==> src/rtl/rle_word_packer.sv <==
// rle_word_packer
//   Run-length encodes a stream of 8-bit zig-zag coefficients into
//   (run, level) pairs. Each block is 64 coefficients. The pairs are packed
//   eight to a 112-bit SRAM word, and every block ends with an EOB pair.
//
//   Ports
//     clk         rising-edge clock
//     reset       synchronous, active-low reset
//     coef_in     quantised coefficient, two's complement
//     coef_valid  coef_in valid this cycle
//     coef_ready  packer accepts coef_in this cycle
//     wr_en       one-cycle SRAM write strobe
//     wr_addr     SRAM word address of the current write
//     wr_data     packed word; slot k at [111-14(k-1) -: 14] = {run[5:0], level[7:0]}
//     blk_done    pulses with the write of the word holding a block's EOB
//     addr_wrap   pulses with the first write after the write at address 16383
//
//   Build option
//     RLE_ZRL_EN  defined: a run of 16 or more is split into ZRL pairs (15, 0).
//                 undefined: runs 0..62 encode directly, and run 63 becomes
//                 (62, 0) followed by (0, level).
//
//   state  | meaning
//   -------+-------------------------------------------------------------
//   ACCEPT | coef_ready high; an accepted coefficient packs its first pair
//   EMIT2  | coef_ready low; drains the queued pairs, one per cycle

module rle_word_packer (
  input  logic         clk,
  input  logic         reset,
  input  logic [7:0]   coef_in,
  input  logic         coef_valid,
  output logic         coef_ready,
  output logic         wr_en,
  output logic [13:0]  wr_addr,
  output logic [111:0] wr_data,
  output logic         blk_done,
  output logic         addr_wrap
);

  localparam logic [13:0] EOB_PAIR = {6'h3F, 8'h00};

  typedef enum logic {ACCEPT = 1'b0, EMIT2 = 1'b1} state_t;

  state_t         state, state_nxt;
  logic [5:0]     pos;
  logic [5:0]     run_cnt;
  logic [2:0]     slot_idx;
  logic [111:0]   word_buf;
  logic [13:0]    addr_cnt;
  logic           wrap_pend;

  // Pending pairs, always emitted in this order: prefix pairs (ZRL or the
  // run-63 split), then the level pair, then EOB.
  logic [1:0]     q_pre_cnt;
  logic [5:0]     q_pre_run;
  logic           q_lvl_v;
  logic [5:0]     q_lvl_run;
  logic [7:0]     q_lvl;
  logic           q_eob;

  logic           accept, is_zero, last_pos;
  logic [1:0]     ld_pre_cnt;
  logic [5:0]     ld_pre_run, ld_lvl_run;

  logic [1:0]     cur_pre_cnt, rem_pre_cnt;
  logic [5:0]     cur_pre_run, cur_lvl_run;
  logic           cur_lvl_v, cur_eob, rem_lvl_v, rem_eob;
  logic [7:0]     cur_lvl;

  logic           pair_v, pair_eob, word_done;
  logic [13:0]    pair;
  logic [111:0]   next_word;

  assign accept   = coef_valid && coef_ready && (state == ACCEPT);
  assign is_zero  = (coef_in == 8'h00);
  assign last_pos = (pos == 6'd63);

`ifdef RLE_ZRL_EN
  always_comb begin
    ld_pre_cnt = is_zero ? 2'd0 : run_cnt[5:4];
    ld_pre_run = 6'd15;
    ld_lvl_run = {2'b00, run_cnt[3:0]};
  end
`else
  // Run 63 is reserved for EOB, so the one run that cannot be coded
  // directly is split into (62, 0) followed by (0, level).
  always_comb begin
    ld_pre_cnt = (!is_zero && run_cnt == 6'd63) ? 2'd1 : 2'd0;
    ld_pre_run = 6'd62;
    ld_lvl_run = (run_cnt == 6'd63) ? 6'd0 : run_cnt;
  end
`endif

  // Effective queue: the freshly loaded pairs when a coefficient is
  // accepted, otherwise whatever is still pending from an earlier one.
  always_comb begin
    cur_pre_cnt = q_pre_cnt;
    cur_pre_run = q_pre_run;
    cur_lvl_v   = q_lvl_v;
    cur_lvl_run = q_lvl_run;
    cur_lvl     = q_lvl;
    cur_eob     = q_eob;
    if (accept) begin
      cur_pre_cnt = ld_pre_cnt;
      cur_pre_run = ld_pre_run;
      cur_lvl_v   = !is_zero;
      cur_lvl_run = ld_lvl_run;
      cur_lvl     = coef_in;
      cur_eob     = last_pos;
    end
  end

  // Pop one pair from the head of the queue and pick the next state.
  always_comb begin
    pair_v      = 1'b0;
    pair_eob    = 1'b0;
    pair        = 14'h0000;
    rem_pre_cnt = cur_pre_cnt;
    rem_lvl_v   = cur_lvl_v;
    rem_eob     = cur_eob;
    if (cur_pre_cnt != 2'd0) begin
      pair_v      = 1'b1;
      pair        = {cur_pre_run, 8'h00};
      rem_pre_cnt = cur_pre_cnt - 2'd1;
    end else if (cur_lvl_v) begin
      pair_v    = 1'b1;
      pair      = {cur_lvl_run, cur_lvl};
      rem_lvl_v = 1'b0;
    end else if (cur_eob) begin
      pair_v   = 1'b1;
      pair_eob = 1'b1;
      pair     = EOB_PAIR;
      rem_eob  = 1'b0;
    end
    state_nxt = (rem_pre_cnt != 2'd0 || rem_lvl_v || rem_eob) ? EMIT2 : ACCEPT;
  end

  // Place the pair into its slot. EOB also pads every later slot with EOB.
  always_comb begin
    next_word = word_buf;
    for (int i = 0; i < 8; i++) begin
      if (pair_v) begin
        if (3'(i) == slot_idx)
          next_word[111-14*i -: 14] = pair;
        else if (pair_eob && (3'(i) > slot_idx))
          next_word[111-14*i -: 14] = EOB_PAIR;
      end
    end
    word_done = pair_v && (pair_eob || slot_idx == 3'd7);
  end

  always_ff @(posedge clk) begin
    if (!reset) begin
      state      <= ACCEPT;
      coef_ready <= 1'b0;
      pos        <= 6'd0;
      run_cnt    <= 6'd0;
      slot_idx   <= 3'd0;
      word_buf   <= '0;
      addr_cnt   <= 14'd0;
      wrap_pend  <= 1'b0;
      q_pre_cnt  <= 2'd0;
      q_pre_run  <= 6'd0;
      q_lvl_v    <= 1'b0;
      q_lvl_run  <= 6'd0;
      q_lvl      <= 8'h00;
      q_eob      <= 1'b0;
      wr_en      <= 1'b0;
      wr_addr    <= 14'd0;
      wr_data    <= '0;
      blk_done   <= 1'b0;
      addr_wrap  <= 1'b0;
    end else begin
      state      <= state_nxt;
      coef_ready <= (state_nxt == ACCEPT);
      q_pre_cnt  <= rem_pre_cnt;
      q_pre_run  <= cur_pre_run;
      q_lvl_v    <= rem_lvl_v;
      q_lvl_run  <= cur_lvl_run;
      q_lvl      <= cur_lvl;
      q_eob      <= rem_eob;

      if (accept) begin
        pos     <= pos + 6'd1;
        run_cnt <= (!is_zero || last_pos) ? 6'd0 : run_cnt + 6'd1;
      end

      if (pair_v) begin
        word_buf <= next_word;
        slot_idx <= word_done ? 3'd0 : slot_idx + 3'd1;
      end

      wr_en     <= word_done;
      blk_done  <= word_done && pair_eob;
      addr_wrap <= word_done && wrap_pend;
      addr_cnt  <= word_done ? addr_cnt + 14'd1 : addr_cnt;
      if (word_done) begin
        wr_data   <= next_word;
        wr_addr   <= addr_cnt;
        wrap_pend <= (addr_cnt == 14'h3FFF);
      end
    end
  end

endmodule

==> config.mk <==
export PLATFORM = sky130hd
export DESIGN_NAME = rle_word_packer
export DESIGN_NICKNAME = d
export VERILOG_FILES = /design/src/rtl/rle_word_packer.sv
export SDC_FILE = /design/constraint.sdc
export NUM_CORES = 1
export LEC_CHECK = 0
export CORE_ASPECT_RATIO = 1.1
export CORE_MARGIN = 8
export CORE_UTILIZATION = 50
export DETAILED_ROUTE_END_ITERATION = 6
export PLACE_DENSITY = 0.71
export SLEW_MARGIN = 20
export SYNTH_ARGS = -nofsm -noshare
export SYNTH_HDL_FRONTEND = slang
export SYNTH_SLANG_ARGS = --single-unit
==> constraint.sdc <==
create_clock -name clk -period 2.8 [get_ports clk]
set_input_delay 0.56 -clock clk [delete_from_list [all_inputs] [get_ports clk]]
set_output_delay 0.56 -clock clk [all_outputs]
set_load 0.01 [all_outputs]
# Yosys cells after proc, flatten, opt, wreduce, memory -nomap -nowiden
# Index checks and enable logic that the tools add are counted.
[classes]
n_addsub = 5
multipliers = 0
div = 0
magnitude_cmp = 8
n_eq_ne = 11
n_shift = 0
mux = 47
bitwise = 2
reduce_logical = 23
[ops]
columns = ["cell", "count"]
rows = [
  ["$mux 14", 27],
  ["$mux 6", 4],
  ["$add 14x1->14 const B", 1],
  ["$eq 14x14->1 const B", 1],
  ["$logic_and 1x1->1", 14],
  ["$add 6x1->6 const B", 2],
  ["$eq 3x3->1 const A", 4],
  ["$eq 6x6->1 const B", 2],
  ["$gt 3x3->1 const A", 4],
  ["$mux 1", 12],
  ["$logic_not 8->1", 1],
  ["$mux 8", 1],
  ["$eq 2x3->1 const A", 2],
  ["$gt 1x3->1 const A", 2],
  ["$gt 2x3->1 const A", 2],
  ["$logic_or 1x1->1", 4],
  ["$mux 2", 2],
  ["$reduce_bool 2->1", 2],
  ["$add 3x1->3 const B", 1],
  ["$eq 1x3->1 const A", 1],
  ["$eq 3x3->1 const B", 1],
  ["$logic_not 3->1", 1],
  ["$mux 3", 1],
  ["$not 1->1", 2],
  ["other kinds (2)", 2],
]
[word_totals]
reg_bits = 297
latch_bits = 0
mem_bits_rw = 0
mem_bits_ro = 0
input_bits = 11
output_inout_bits = 130
memories = 0

# Logic depth before layout (Yosys ltp)
# Gate-level depths: netlist of the first run.
[logic_depth]
ltp_word = 12
mapped_depth = 9

# Worst setup path after synthesis of the first run
# Ideal clock, no wire load.
[synth_path]
kind = "input port to flip-flop"
start = "input coef_in[2]"
end = "register wr_data[24]"
setup_time_ps = 137
t_arrival_ps = 2360
t_required_ps = 2663
path_slack_ps = 303
path_stages = 7
n_path_buf = 1
cell_sequence = "or4_4 -> nor3_4 -> a211oi_2 -> a21o_1 -> buf_6 -> nor3_2 -> a211oi_1"
[synth_between]
elab_chain_len = 11
word_cells_on_any_way = 19
classes_between = "mux: 12; reduce/logical: 7"
[synth_lines]
columns = ["element", "line_no", "source"]
rows = [
  ["from (decl)", "31", "input logic [7:0] coef_in,"],
  ["$logic_not 8->1 *", "76", "assign is_zero = (coef_in == 8'h00);"],
  ["$logic_not 1->1 *", "89, 107", ""],
  ["$logic_and 1x1->1", "89", "ld_pre_cnt = (!is_zero && run_cnt == 6'd63) ? 2'd1 : 2'd0;"],
  ["$mux 1", "89", ""],
  ["$mux 2", "104", "if (accept) begin"],
  ["$reduce_bool 2->1", "122", "if (cur_pre_cnt != 2'd0) begin"],
  ["$mux 1", "122", ""],
  ["$logic_and 1x1->1", "146", "else if (pair_eob && (3'(i) > slot_idx))"],
  ["$mux 14", "146", ""],
  ["$mux 14", "144", "if (3'(i) == slot_idx)"],
  ["$mux 14", "143", "if (pair_v) begin"],
  ["to (signal assigned)", "199", "wr_data <= next_word;"],
  ["to (decl)", "36", "output logic [111:0] wr_data,"],
]
# Every way passes the cells marked *; elsewhere a longest branch is shown, timed or not.
# A chain may end at the register's enable or synchronous reset.

# Final worst setup path of the first run
[layout_path]
start = "input coef_in[6]"
end = "register wr_data[105]"
# The elaborated chain is that of the path after synthesis.

==> run metrics, run 1 <==
VDD IR max 427.5 uV; Mapped Nets 1178; Cell Pwr Density 591.1 mW/mm2; Initial DRC Count 673; grt ovf 0; ys flop type dfxtp_1; Max Slew Vio Count 0; nets@finish 1353; CTS tree done; EDFF count, synth 0; worst-margin pin slew 844.2 ps; Post-CTS Repair Setup Buffers 0; hold endpoint wr_addr[13]; hold depth 2; Lkg Pwr 5.179 nW; Max clock buf depth 3; drt drc 0; Max-cap violations 0; power consumption 8.195 mW; Final period util 0.9567; Seq cells post-synth 283; Setup Skew 12.00 ps; fin util 0.6573; final-report hold violation count 0; asr flop ratio synth 0; H-tree lvl count 1; die width 154.8 um; core box area 0.02109 mm2; routed wire length 28.59 mm; die area 0.02612 mm2; first-pass GRT wire length 45.81 mm; post-route insts no fill 1645; placed insts 1595; FP Rows 56; DP Worst Slack -396.2 ps; CTS Buf Count 28; worst hold start wr_addr[13]; Cell variety after synth 64; GRT Total Usage 0.2115; status completed; quantity of I/O buffers inserted on ports 140; CTS clk-pin slew, worst paths 60 ps; RSZ-0062 raised after global routing no; n_diodes 0; Synth-to-Final Area Change 30.77%; Mapped Area 0.01060 mm2; share of post-route cells with drive strength above 1 0.1328; Die Ht 168.7 um; vias per cell 5.597; cell count of the worst reg-to-reg path 7; synthesized area per cell 9.139 um2; Crit Reg-Reg Startpoint pos[0]; Tmin final 2679 ps; crit path max fanout 8; crit path capture type flop; Rel. slew slack 0.4351; initial antenna violation count 0; pin count of the biggest net entering global routing 77; worst setup margin 121.2 ps; DRT antenna net count 0; via count 9207; Max Clock Freq 373.3 MHz; Initial Util 0.5027; gpl congestion 0.8351; endpoints failing setup 0; CTS Sinks 283; Routed WL per cell 17.38 um; Worst EP arrival 3130 ps; CTS Root Cell clkbuf_16; Clk Latency, worst-skew pair 530 ps; Critical R2R Capture wr_data[105]; I/O pins 141; worst hold-check path type reg2reg; First-pass DRT Iterations 5; Seq/Total Area, Yosys 0.5344; hpwl dp 19.49 mm; Critical Path Start Type input port; Syn Inst Count 1160; synth warn 0; flop2flop setup slack 320 ps; Crit Path Category in2reg; vias in the first global route 8884; WP data required 3250 ps
-- registers in the layout, indices dropped and copies added (netlist names) --
name,flops
addr_cnt,14
addr_wrap,1
blk_done,1
coef_ready,1
pos,6
q_eob,1
q_lvl,8
q_lvl_run,6
q_lvl_v,1
q_pre_cnt,2
q_pre_run,6
run_cnt,6
slot_idx,3
state,1
word_buf,98
wr_addr,14
wr_data,112
wr_en,1
wrap_pend,1
-- logic make-up (layout without fill, tap and decap cells) --
group | Yosys count | in the layout | synth area share
mux | 10 | 10 | 0.009442
xor+xnor | 20 | 20 | 0.01652
buf+inv | 100 | 295 | 0.04249
simple gates | 347 | 347 | 0.1547
fa+ha+maj | 7 | 7 | 0.008261
flops | 283 | 283 | 0.5344
compound gates | 393 | 393 | 0.2342
-- stage by stage --
step | cell area [um2] | TNS (ps) | hold WS, ps
final | 13860 | 0 | 450.5
after global routing | 13860 | 0 | 468.9
after CTS | 13860 | 0 | 452.9
after detailed placement | 12910 | -60180 | 446.6
after global placement | 12910 | -46090 | 432.7
after floorplan | 10600 | 0 | 421.6
-- report_power, final --
group / switching (mW) / total, mW / internal (mW) / leakage [nW]
clock: 1.52 / 3.81 / 2.28 / 0.469
combinational: 0.198 / 0.314 / 0.116 / 2.43
sequential: 0.0174 / 4.07 / 4.05 / 2.28
total: 1.74 / 8.19 / 6.45 / 5.18
-- repair_timing --
action | 4_1_cts | 5_1_grt
hold buffers | 0 | 0
resized for setup | 0 | 1
hold endpoints to repair | 0 | 0
setup endpoints to repair | 0 | 23
-- area by class of cell --
cell class	instances	area [um2]
Multi-Input combinational cell	777	4492
Sequential cell	283	5665
Clock inverter	8	96.34
Fill cell	1731	7227
Clock buffer	42	854.6
Tap cell	290	362.8
Inverter	6	25.02
Timing Repair Buffer	239	2367
-- routing by layer --
metal  global-route usage  part of all wire
met3              0.04718             0.073
met5                    0                 0
met1               0.2629              0.43
met4              0.05672             0.015
met2               0.3632              0.48
-- worst max-delay path by stage --
stage          startpoint            to  slack (ps)  depth (start not counted)
2_1_floorplan  coef_in[2]   wr_data[24]         300                          7
3_3_place_gp   coef_in[2]   wr_data[77]        -350                          9
3_5_place_dp   coef_in[6]   wr_data[47]        -400                          9
4_1_cts        coef_in[6]  wr_data[105]         130                          9
5_1_grt        coef_in[6]  wr_data[105]           4                          9
6_report       coef_in[6]  wr_data[105]         120                          9
-- placed cells by master (no fill, tap or decap), types with 12 or more instances in the layout --
cell type,instances
a211oi_1,27
a21oi_1,127
a22oi_1,57
buf_12,18
buf_4,82
clkbuf_16,29
clkdlybuf4s50_1,139
dfxtp_1,283
nand2_1,79
nand3_1,29
nor2_1,138
nor3_1,31
o21ai_0,108
o21ai_1,17
xnor2_1,12
-- critical path: stages --
cell,delay (ps)
clkdlybuf4s50_1,420
buf_4,140
nor4_1,310
buf_4,180
nand3_1,140
o2111a_1,330
a21oi_1,600
a22oi_1,240
a21oi_1,200
-- Yosys cell counts, drive strengths merged, types with 3 or more instances --
library cell	instances	area share
nand3	29	0.014
and2	13	0.0079
a211oi	32	0.026
nor2	140	0.050
dfxtp	283	0.53
nand2	79	0.028
ha	7	0.0083
xor2	8	0.0066
mux2i	10	0.0094
xnor2	12	0.0099
nor4b	3	0.0025
o211a	6	0.0057
nand4	8	0.0047
nor3	42	0.026
a21o	4	0.0028
a21oi	130	0.065
or2	4	0.0024
inv	5	0.0018
nor3b	3	0.0021
o31ai	6	0.0042
o21ai	126	0.061
and3	7	0.0042
clkbuf	68	0.024
o21bai	4	0.0028
o2bb2ai	10	0.0094
buf	26	0.016
or3	4	0.0024
a22oi	57	0.040
a2bb2oi	3	0.0025
nor4	7	0.0041
o32a	3	0.0028
No activity file was read; power rests on OpenSTA's default activity.
==> run 2: changes to the inputs <==
--- a/config.mk
+++ b/config.mk
@@ -6,9 +6,9 @@
 export NUM_CORES = 1
 export LEC_CHECK = 0
 export CORE_ASPECT_RATIO = 1.1
-export CORE_MARGIN = 8
 export CORE_UTILIZATION = 50
 export DETAILED_ROUTE_END_ITERATION = 6
+export GPL_ROUTABILITY_DRIVEN = 0
 export PLACE_DENSITY = 0.71
 export SLEW_MARGIN = 20
 export SYNTH_ARGS = -nofsm -noshare
==> run 2 against run 1 <==
Register-to-register slack got worse by 180 ps. Worst hold slack worse by 24 ps. Non-clock buffer count is 3 lower. Count of clock-buffer cells in the layout decreased by 1. First-iteration DRC count decreased by 16%. Die area fell by 17%. Fmax rose by 0.81%. Combinational power is 2% higher. Clock power shrank 2%. Flip-flop and latch count unchanged. Cell count shrank 2.4%. Critical endpoint is now wr_data[16]. Largest power group unchanged.
==> run metrics, run 2 (synthesized netlist as in run 1, its figures left out) <==
most frequent cells in the layout 283 x dfxtp_1, 139 x clkdlybuf4s50_1, 136 x nor2_1, 127 x a21oi_1, 108 x o21ai_0; Tmin final 2657 ps; n_diodes 0; CTS Root Cell clkbuf_16; Clk Latency, worst-skew pair 530 ps; worst hold-check path type in2reg; drt drc 0; GR Util met3 0.03932; grt peak-use layer met2; Crit Reg-Reg Startpoint run_cnt[1]; Max-cap violations 0; Max clock buf depth 3; initial antenna violation count 0; setup tns final 0 ps; Max Clock Freq 376.3 MHz; via count 9081; most flop-heavy register wr_data; vias in the first global route 8540; endpoints failing setup 0; core box area 0.02064 mm2; placed insts 1558; CTS Sinks 283; DP Worst Slack -278.9 ps; die width 140.8 um; First-pass DRT Iterations 5; H-tree lvl count 1; worst-margin pin slew 961.2 ps; worst hold start reset; FP Rows 55; routed wire length 27.26 mm; Initial Util 0.5135; I/O pins 141; post-route insts no fill 1605; grt ovf 0; fin util 0.6687; Routed WL per cell 16.98 um; GRT met1 Usage 0.3239; crit path capture type flop; VDD IR max 403.7 uV; first-pass GRT wire length 43.95 mm; Worst setup startpoint run_cnt[1]; pin count of the biggest net entering global routing 101; worst setup margin 142.6 ps; max reg flops 112; Cell Pwr Density 587.2 mW/mm2; quantity of I/O buffers inserted on ports 140; Final period util 0.9491; GRT Total Usage 0.2479; Initial DRC Count 568; die area 0.02179 mm2; RSZ-0062 raised after global routing no; hold_buf cts 0; hpwl dp 18.27 mm; Lkg Pwr 5.159 nW; CTS tree done; share of post-route cells with drive strength above 1 0.1290; Synth-to-Final Area Change 30.23%; Setup Skew 17.92 ps; WP data required 3250 ps; Worst EP arrival 3110 ps; hold slack 426.7 ps; nets@finish 1350; Die Ht 154.7 um; Max Slew Vio Count 0; Rel. slew slack 0.3568; CTS clk-pin slew, worst paths 60 ps; Crit Path Category reg2reg; status completed; vias per cell 5.658; final-report hold violation count 0; Top Registers wr_data x112, word_buf x98; CTS Buf Count 28; leading cell type in the layout, fill and taps excluded dfxtp_1; crit path max fanout 8; Critical Path Start Type flop; DRT antenna net count 0; met2 Use GR 0.4236
run 2: changes by cell type in the layout (fill, tap and decap cells not counted), sizes merged:
cell | previous run | this run
buf | 100 | 97
clkbuf | 42 | 41
clkinv | 4 | 3
clkinvlp | 1 | 0
run 2: what timing repair did:
item,in CTS,in global routing
hold endpoints to repair,0,0
buffers inserted,0,0
setup endpoints to repair,0,4
gates resized for setup,0,2
run 2: power breakdown:
part / switching (mW) / total (mW) / internal, mW
clock network: 1.50 / 3.72 / 2.22
logic: 0.198 / 0.319 / 0.121
registers: 0.0165 / 4.07 / 4.05
total: 1.71 / 8.11 / 6.40
run 2: area by class of cell:
class                           instances  area [um2]
Fill cell                            1700        6839
Clock buffer                           41       830.8
Clock inverter                          6       83.83
Sequential cell                       283        5665
Multi-Input combinational cell        777        4498
Tap cell                              256       320.3
Inverter                                6       25.02
Timing Repair Buffer                  236        2382
run 2: per-layer routing:
layer	vias up	share of wire
met5	-	0
met4	0	0.024
met2	260	0.47
met1	4306	0.45
li1	4461	-
met3	54	0.057
run 2: worst paths after layout:
check / slack (ps) / endpoint / cells after the start
worst max-delay path: 140 / wr_data[16] / 8
worst min register to register: 450 / wr_addr[6] / 2
worst max register to register: 140 / wr_data[16] / 8
worst min-delay path: 430 / wr_data[12] / 2
run 2: stage by stage:
stage / cell area [um2] / total power, mW
CTS: 13800 / 8.155
global placement: 12890 / 4.474
global route: 13810 / 8.331
floorplan: 10600 / 4.331
detailed placement: 12890 / 4.477
finish: 13810 / 8.107
run 2: worst max-delay path, stage by stage, from the launching register on:
cell and delay [ps]:
dfxtp_1 350, ha_1 240, and3_1 220, nand3_1 240
a31oi_1 160, buf_4 190, nor2_1 670, a22oi_1 280
a21oi_1 210
